--- src/rtl/lpf_fir_mc.sv ---
// Multi-channel low-pass FIR: one delay line per channel and a single shared
// multiply-accumulate unit that processes one tap per clock.
module lpf_fir_mc #(
    parameter int N    = 16,
    parameter int TAPS = 13,
    parameter int CH   = 2,
    parameter int CW   = 16,
    parameter int FRAC = 15,
    localparam int CHW = (CH > 1) ? $clog2(CH) : 1,
    localparam int AW  = $clog2(TAPS)
) (
    input  logic                 clk,
    input  logic                 reset,
    input  logic                 in_valid,
    output logic                 in_ready,
    input  logic [CHW-1:0]       in_ch,
    input  logic signed [N-1:0]  data_in,
    input  logic                 coef_we,
    input  logic [AW-1:0]        coef_addr,
    input  logic signed [CW-1:0] coef_data,
    output logic                 coef_err,
    output logic                 out_valid,
    output logic [CHW-1:0]       out_ch,
    output logic signed [N-1:0]  data_out,
    output logic                 busy
);

    localparam int ACCW = N + CW + $clog2(TAPS);
    localparam int PW   = N + CW;

    localparam logic signed [CW-1:0]   COEF0 = CW'((1 << FRAC) - 1);
    localparam logic signed [ACCW-1:0] HALF  = ACCW'(1) << (FRAC - 1);
    localparam logic signed [ACCW-1:0] YMAX  = {{(ACCW-N+1){1'b0}}, {(N-1){1'b1}}};
    localparam logic signed [ACCW-1:0] YMIN  = {{(ACCW-N+1){1'b1}}, {(N-1){1'b0}}};

    typedef enum logic [1:0] {IDLE, MAC, OUT} state_t;

    state_t                 state_q, state_d;
    logic signed [N-1:0]    xline_q [CH][TAPS];
    logic signed [CW-1:0]   coef_q  [TAPS];
    logic signed [ACCW-1:0] acc_q, acc_d;
    logic [AW-1:0]          k_q, k_d;
    logic [CHW-1:0]         ch_q, ch_d;
    logic signed [N-1:0]    data_out_q, data_out_d;
    logic [CHW-1:0]         out_ch_q, out_ch_d;
    logic                   out_valid_q, out_valid_d;
    logic                   coef_err_q, coef_err_d;

    logic                   take;
    logic                   coef_ok;
    logic signed [PW-1:0]   prod;
    logic signed [ACCW-1:0] rnd;
    logic signed [ACCW-1:0] shifted;
    logic signed [N-1:0]    y;

    // Samples tagged with a channel that does not exist are simply never taken.
    assign take    = (state_q == IDLE) && in_valid && (int'(in_ch) < CH);
    assign coef_ok = (state_q == IDLE) && (int'(coef_addr) < TAPS);

    always_comb begin
        prod    = xline_q[ch_q][k_q] * coef_q[k_q];
        rnd     = acc_q + HALF;
        shifted = rnd >>> FRAC;
        if (shifted > YMAX) begin
            y = YMAX[N-1:0];
        end else if (shifted < YMIN) begin
            y = YMIN[N-1:0];
        end else begin
            y = shifted[N-1:0];
        end
    end

    always_comb begin
        state_d     = state_q;
        acc_d       = acc_q;
        k_d         = k_q;
        ch_d        = ch_q;
        data_out_d  = data_out_q;
        out_ch_d    = out_ch_q;
        out_valid_d = 1'b0;
        coef_err_d  = coef_we && !coef_ok;
        case (state_q)
            IDLE: begin
                if (take) begin
                    state_d = MAC;
                    ch_d    = in_ch;
                    acc_d   = '0;
                    k_d     = '0;
                end
            end
            MAC: begin
                acc_d = acc_q + ACCW'(prod);
                k_d   = k_q + 1'b1;
                if (k_q == AW'(TAPS - 1)) begin
                    state_d = OUT;
                end
            end
            OUT: begin
                data_out_d  = y;
                out_ch_d    = ch_q;
                out_valid_d = 1'b1;
                state_d     = IDLE;
            end
            default: state_d = IDLE;
        endcase
    end

    // Coefficients also return to their near pass-through default on reset.
    always_ff @(posedge clk or negedge reset) begin
        if (!reset) begin
            state_q     <= IDLE;
            acc_q       <= '0;
            k_q         <= '0;
            ch_q        <= '0;
            data_out_q  <= '0;
            out_ch_q    <= '0;
            out_valid_q <= 1'b0;
            coef_err_q  <= 1'b0;
            for (int c = 0; c < CH; c++) begin
                for (int k = 0; k < TAPS; k++) begin
                    xline_q[c][k] <= '0;
                end
            end
            for (int k = 0; k < TAPS; k++) begin
                coef_q[k] <= (k == 0) ? COEF0 : '0;
            end
        end else begin
            state_q     <= state_d;
            acc_q       <= acc_d;
            k_q         <= k_d;
            ch_q        <= ch_d;
            data_out_q  <= data_out_d;
            out_ch_q    <= out_ch_d;
            out_valid_q <= out_valid_d;
            coef_err_q  <= coef_err_d;
            if (take) begin
                xline_q[in_ch][0] <= data_in;
                for (int k = 1; k < TAPS; k++) begin
                    xline_q[in_ch][k] <= xline_q[in_ch][k-1];
                end
            end
            if (coef_we && coef_ok) begin
                coef_q[coef_addr] <= coef_data;
            end
        end
    end

    assign in_ready  = (state_q == IDLE);
    assign busy      = (state_q != IDLE);
    assign out_valid = out_valid_q;
    assign out_ch    = out_ch_q;
    assign data_out  = data_out_q;
    assign coef_err  = coef_err_q;

endmodule
--- config.mk ---
export PLATFORM = sky130hd
export DESIGN_NAME = lpf_fir_mc
export DESIGN_NICKNAME = d
export VERILOG_FILES = /design/src/rtl/lpf_fir_mc.sv
export SDC_FILE = /design/constraint.sdc
export NUM_CORES = 2
export LEC_CHECK = 0
export BUFFER_PORTS_ARGS = -buffer_cell sky130_fd_sc_hd__buf_2
export CORE_MARGIN = 2
export CORE_UTILIZATION = 35
export DETAILED_ROUTE_END_ITERATION = 10
export GPL_TIMING_DRIVEN = 0
export PLACE_DENSITY = 0.48
export SYNTH_ARGS = -nofsm -noshare
export SYNTH_HDL_FRONTEND = slang
export SYNTH_SLANG_ARGS = --single-unit
--- constraint.sdc ---
create_clock -name clk -period 8.9 [get_ports clk]
set_input_delay 1.78 -clock clk [delete_from_list [all_inputs] [get_ports clk]]
set_output_delay 1.78 -clock clk [all_outputs]
set_load 0.02 [all_outputs]
==> flow_metrics.py <==
metrics = {
    "outcome": {
        "status": "finished clean",
    },
    "global_routing": {
        "grt_max_degree": 112,
        "antenna_found_initial": 1,
        "grt_pass1_wl_um": 186000,
        "globalRouteOverflowTotal": 0,
        "track_usage_pct": 19.7,
        "grt_pass1_vias": 28200,
    },
    "clock_tree": {
        "cts_max_level": 3,
        "cts_tree": "done",
        "cts-buffers-inserted": 82,
        "root_buffer": "clkbuf_16",
        "cts_sinks": 686,
        "cts_buffer_depth": 3,
        "clk_latency_ns": 0.69,
        "clk_pin_slew_worst_paths_ns": 0.06,
    },
    "critical_path": {
        "path_max_fanout": 10,
        "rr_endpoint": "acc_q[34]",
        "cp-start-kind": "flip-flop",
        "reg2reg_from": "k_q[0]",
        "critPathArrivalTime_ns": 9.09,
        "slowest_stage": "mux4_2",
        "slowest_delay_ns": 0.54,
        "endpoint_kind": "flip-flop",
        "reg2reg_setup_slack_ns": 0.35,
        "required_ns": 9.44,
        "critPathKind": "flip-flop to flip-flop",
        "reg2reg_depth": 30,
        "cp_common_cell": "fa_1",
    },
    "timing": {
        "tightest_slew_ns": 1.14,
        "slew_headroom_pct": 23.7,
        "fin_crit_sh_pct": 96.0,
        "finalSetupTns_ns": 0,
        "final-setup-viol-count": 0,
        "hold_viol": 0,
        "slew_violations": 0,
        "max_freq_ghz": 0.117,
        "fin_skew_ns": 0.0571,
        "min_period_ns": 8.55,
    },
    "yosys": {
        "synth_seq_cells": 686,
        "synth_top_area_cell": "dfrtp_1",
        "async_flop_share_pct": 100,
        "synth_edf_count": 0,
        "synth_cells": 3301,
        "synthFlopType": "dfrtp_1",
        "yosysSeqAreaShare_pct": 40.2,
        "ys_warn_count": 0,
        "yosys-top-cells-area": "dfrtp_1 39%, mux2_2 17%, fa_1 15%",
        "synthesis.nets": 3766,
        "synth_area_per_cell_um2": 12.9,
        "synth_cell_types": 81,
        "syn-cell-area_um2": 42700,
        "synth_top_area_share_pct": 39.3,
    },
    "die": {
        "die-height_um": 353,
        "io_pins": 62,
        "row_count": 128,
        "core_um2": 121000,
        "die_w_um": 353,
        "dieArea_um2": 125000,
        "initial_utilization_pct": 35.2,
    },
    "final_layout": {
        "antennaDiodeCount": 0,
        "final_cell_mix": "670 x dfrtp_1, 640 x mux2_2, 386 x inv_1",
        "drive_gt1_share_pct": 33.7,
        "final_common_cell": "dfrtp_1",
        "fin_nets": 3927,
        "syn2layout_area_growth_pct": 13.2,
        "stdcell_area_um2": 48400,
    },
    "worst_hold_path": {
        "min_path_cells": 2,
        "min_delay_worst_endpoint": "data_out[12]",
        "hold_path.class": "flip-flop to flip-flop",
        "min_from": "data_out[12]",
    },
    "drt": {
        "wl_per_cell_um": 23.1,
        "viasPerCell": 5.10,
        "drtPass1Iterations": 7,
        "ant_nets": 0,
        "totalWireLength_um": 119000,
        "via_count": 26200,
        "drtIter0Drc": 1646,
        "drc": 0,
    },
    "place": {
        "place.detailed.hpwl_um": 89800,
        "port_buffers": 59,
        "placed_cell_area_um2": 45300,
        "globalplace.congestion": 0.844,
    },
    "run": {
        "cap_viol_max_count": 0,
    },
}
[routing by layer]
layer	routed length (µm)	track usage [%]	up-vias
li1	-	-	11600
met1	55500	27.8	14000
met2	57100	32.3	439
met3	4010	2.82	122
met4	2390	4.26	0
met5	0	0	-
[worst max-delay path by stage]
stage                      start  depth (start not counted)  slack [ns]            to
after CTS                 k_q[0]                         30        0.05     acc_q[34]
after global placement     reset                          1       -9.71  xline_q[192]
after detailed placement  k_q[2]                         30       -0.96     acc_q[34]
after global routing      k_q[2]                         30      -0.001     acc_q[34]
final                     k_q[0]                         30        0.35     acc_q[34]
after floorplan           k_q[0]                         31        1.55     acc_q[34]
[cell type report]
class	instances	area [µm²]
Inverter	393	1480
Clock inverter	25	319
Timing Repair Buffer	79	596
Multi-Input combinational cell	2037	23200
Sequential cell	686	17200
Tap cell	1625	2030
Buffer	183	1090
Clock buffer	121	2410
Fill cell	11800	73000
[registers in the layout, summed over array words and instances, names as in the netlist]
signal / cells
acc_q: 36
ch_q: 1
coef_err: 1
coef_q: 208
data_out: 16
k_q: 4
out_ch: 1
out_valid: 1
state_q: 2
xline_q: 416
[cells by family (layout without fill, tap and decap cells)]
logic type | after synthesis | after routing | share of synthesized area (%)
AND/OR/NAND/NOR | 483 | 483 | 5.33
AO/OA/AOI/OAI | 265 | 265 | 4.37
XOR/XNOR | 51 | 51 | 1.06
buffers and inverters | 578 | 801 | 5.77
multiplexers | 814 | 814 | 25.3
flip-flops | 686 | 686 | 40.2
adder cells (fa/ha/maj) | 424 | 424 | 17.9
[worst max-delay path: cells and delay by family (launching register included)]
family	cells	cell delay, ns
compound gates	9	1.91
xor+xnor	1	0.21
fa+ha+maj	7	3.28
buf+inv	10	1.48
flops	1	0.43
mux	2	0.94
simple gates	1	0.11
[repair_timing]
action | in CTS | in global routing
hold buffers | 0 | 0
buffers inserted | 3 | 10
gates resized for setup | 49 | 48
setup endpoints to repair | 17 | 11
hold endpoints to repair | 0 | 0
pin swaps | 2 | 4
[cells in the mapped netlist (all sizes together), types with 15 or more instances]
| cell | number |
|---|---|
| nand2b | 34 |
| o21a | 26 |
| mux2i | 24 |
| inv | 392 |
| mux2 | 641 |
| a21oi | 50 |
| o211ai | 28 |
| dfstp | 15 |
| xor2 | 22 |
| fa | 314 |
| buf | 101 |
| nand2 | 175 |
| ha | 110 |
| a22oi | 17 |
| clkbuf | 84 |
| o21ai | 59 |
| nand3 | 26 |
| dfrtp | 671 |
| nor2 | 141 |
| xnor2 | 29 |
| mux4 | 149 |
| nor2b | 46 |
[per-stage QoR]
step	instances	setup slack, ns	util [%]	hold WS, ns
after detailed placement	4992	-0.955	37.3	0.473
after floorplan	3301	1.55	-	0.453
after global placement	4985	-9.71	37.1	0.471
after global routing	5149	-0.00110	39.8	0.499
after CTS	5140	0.0495	39.7	0.486
final	5149	0.353	39.8	0.476
Power is left out: the tool's default activity adds up to more than one toggle a clock period on the data nets, which glitch-free logic cannot reach.
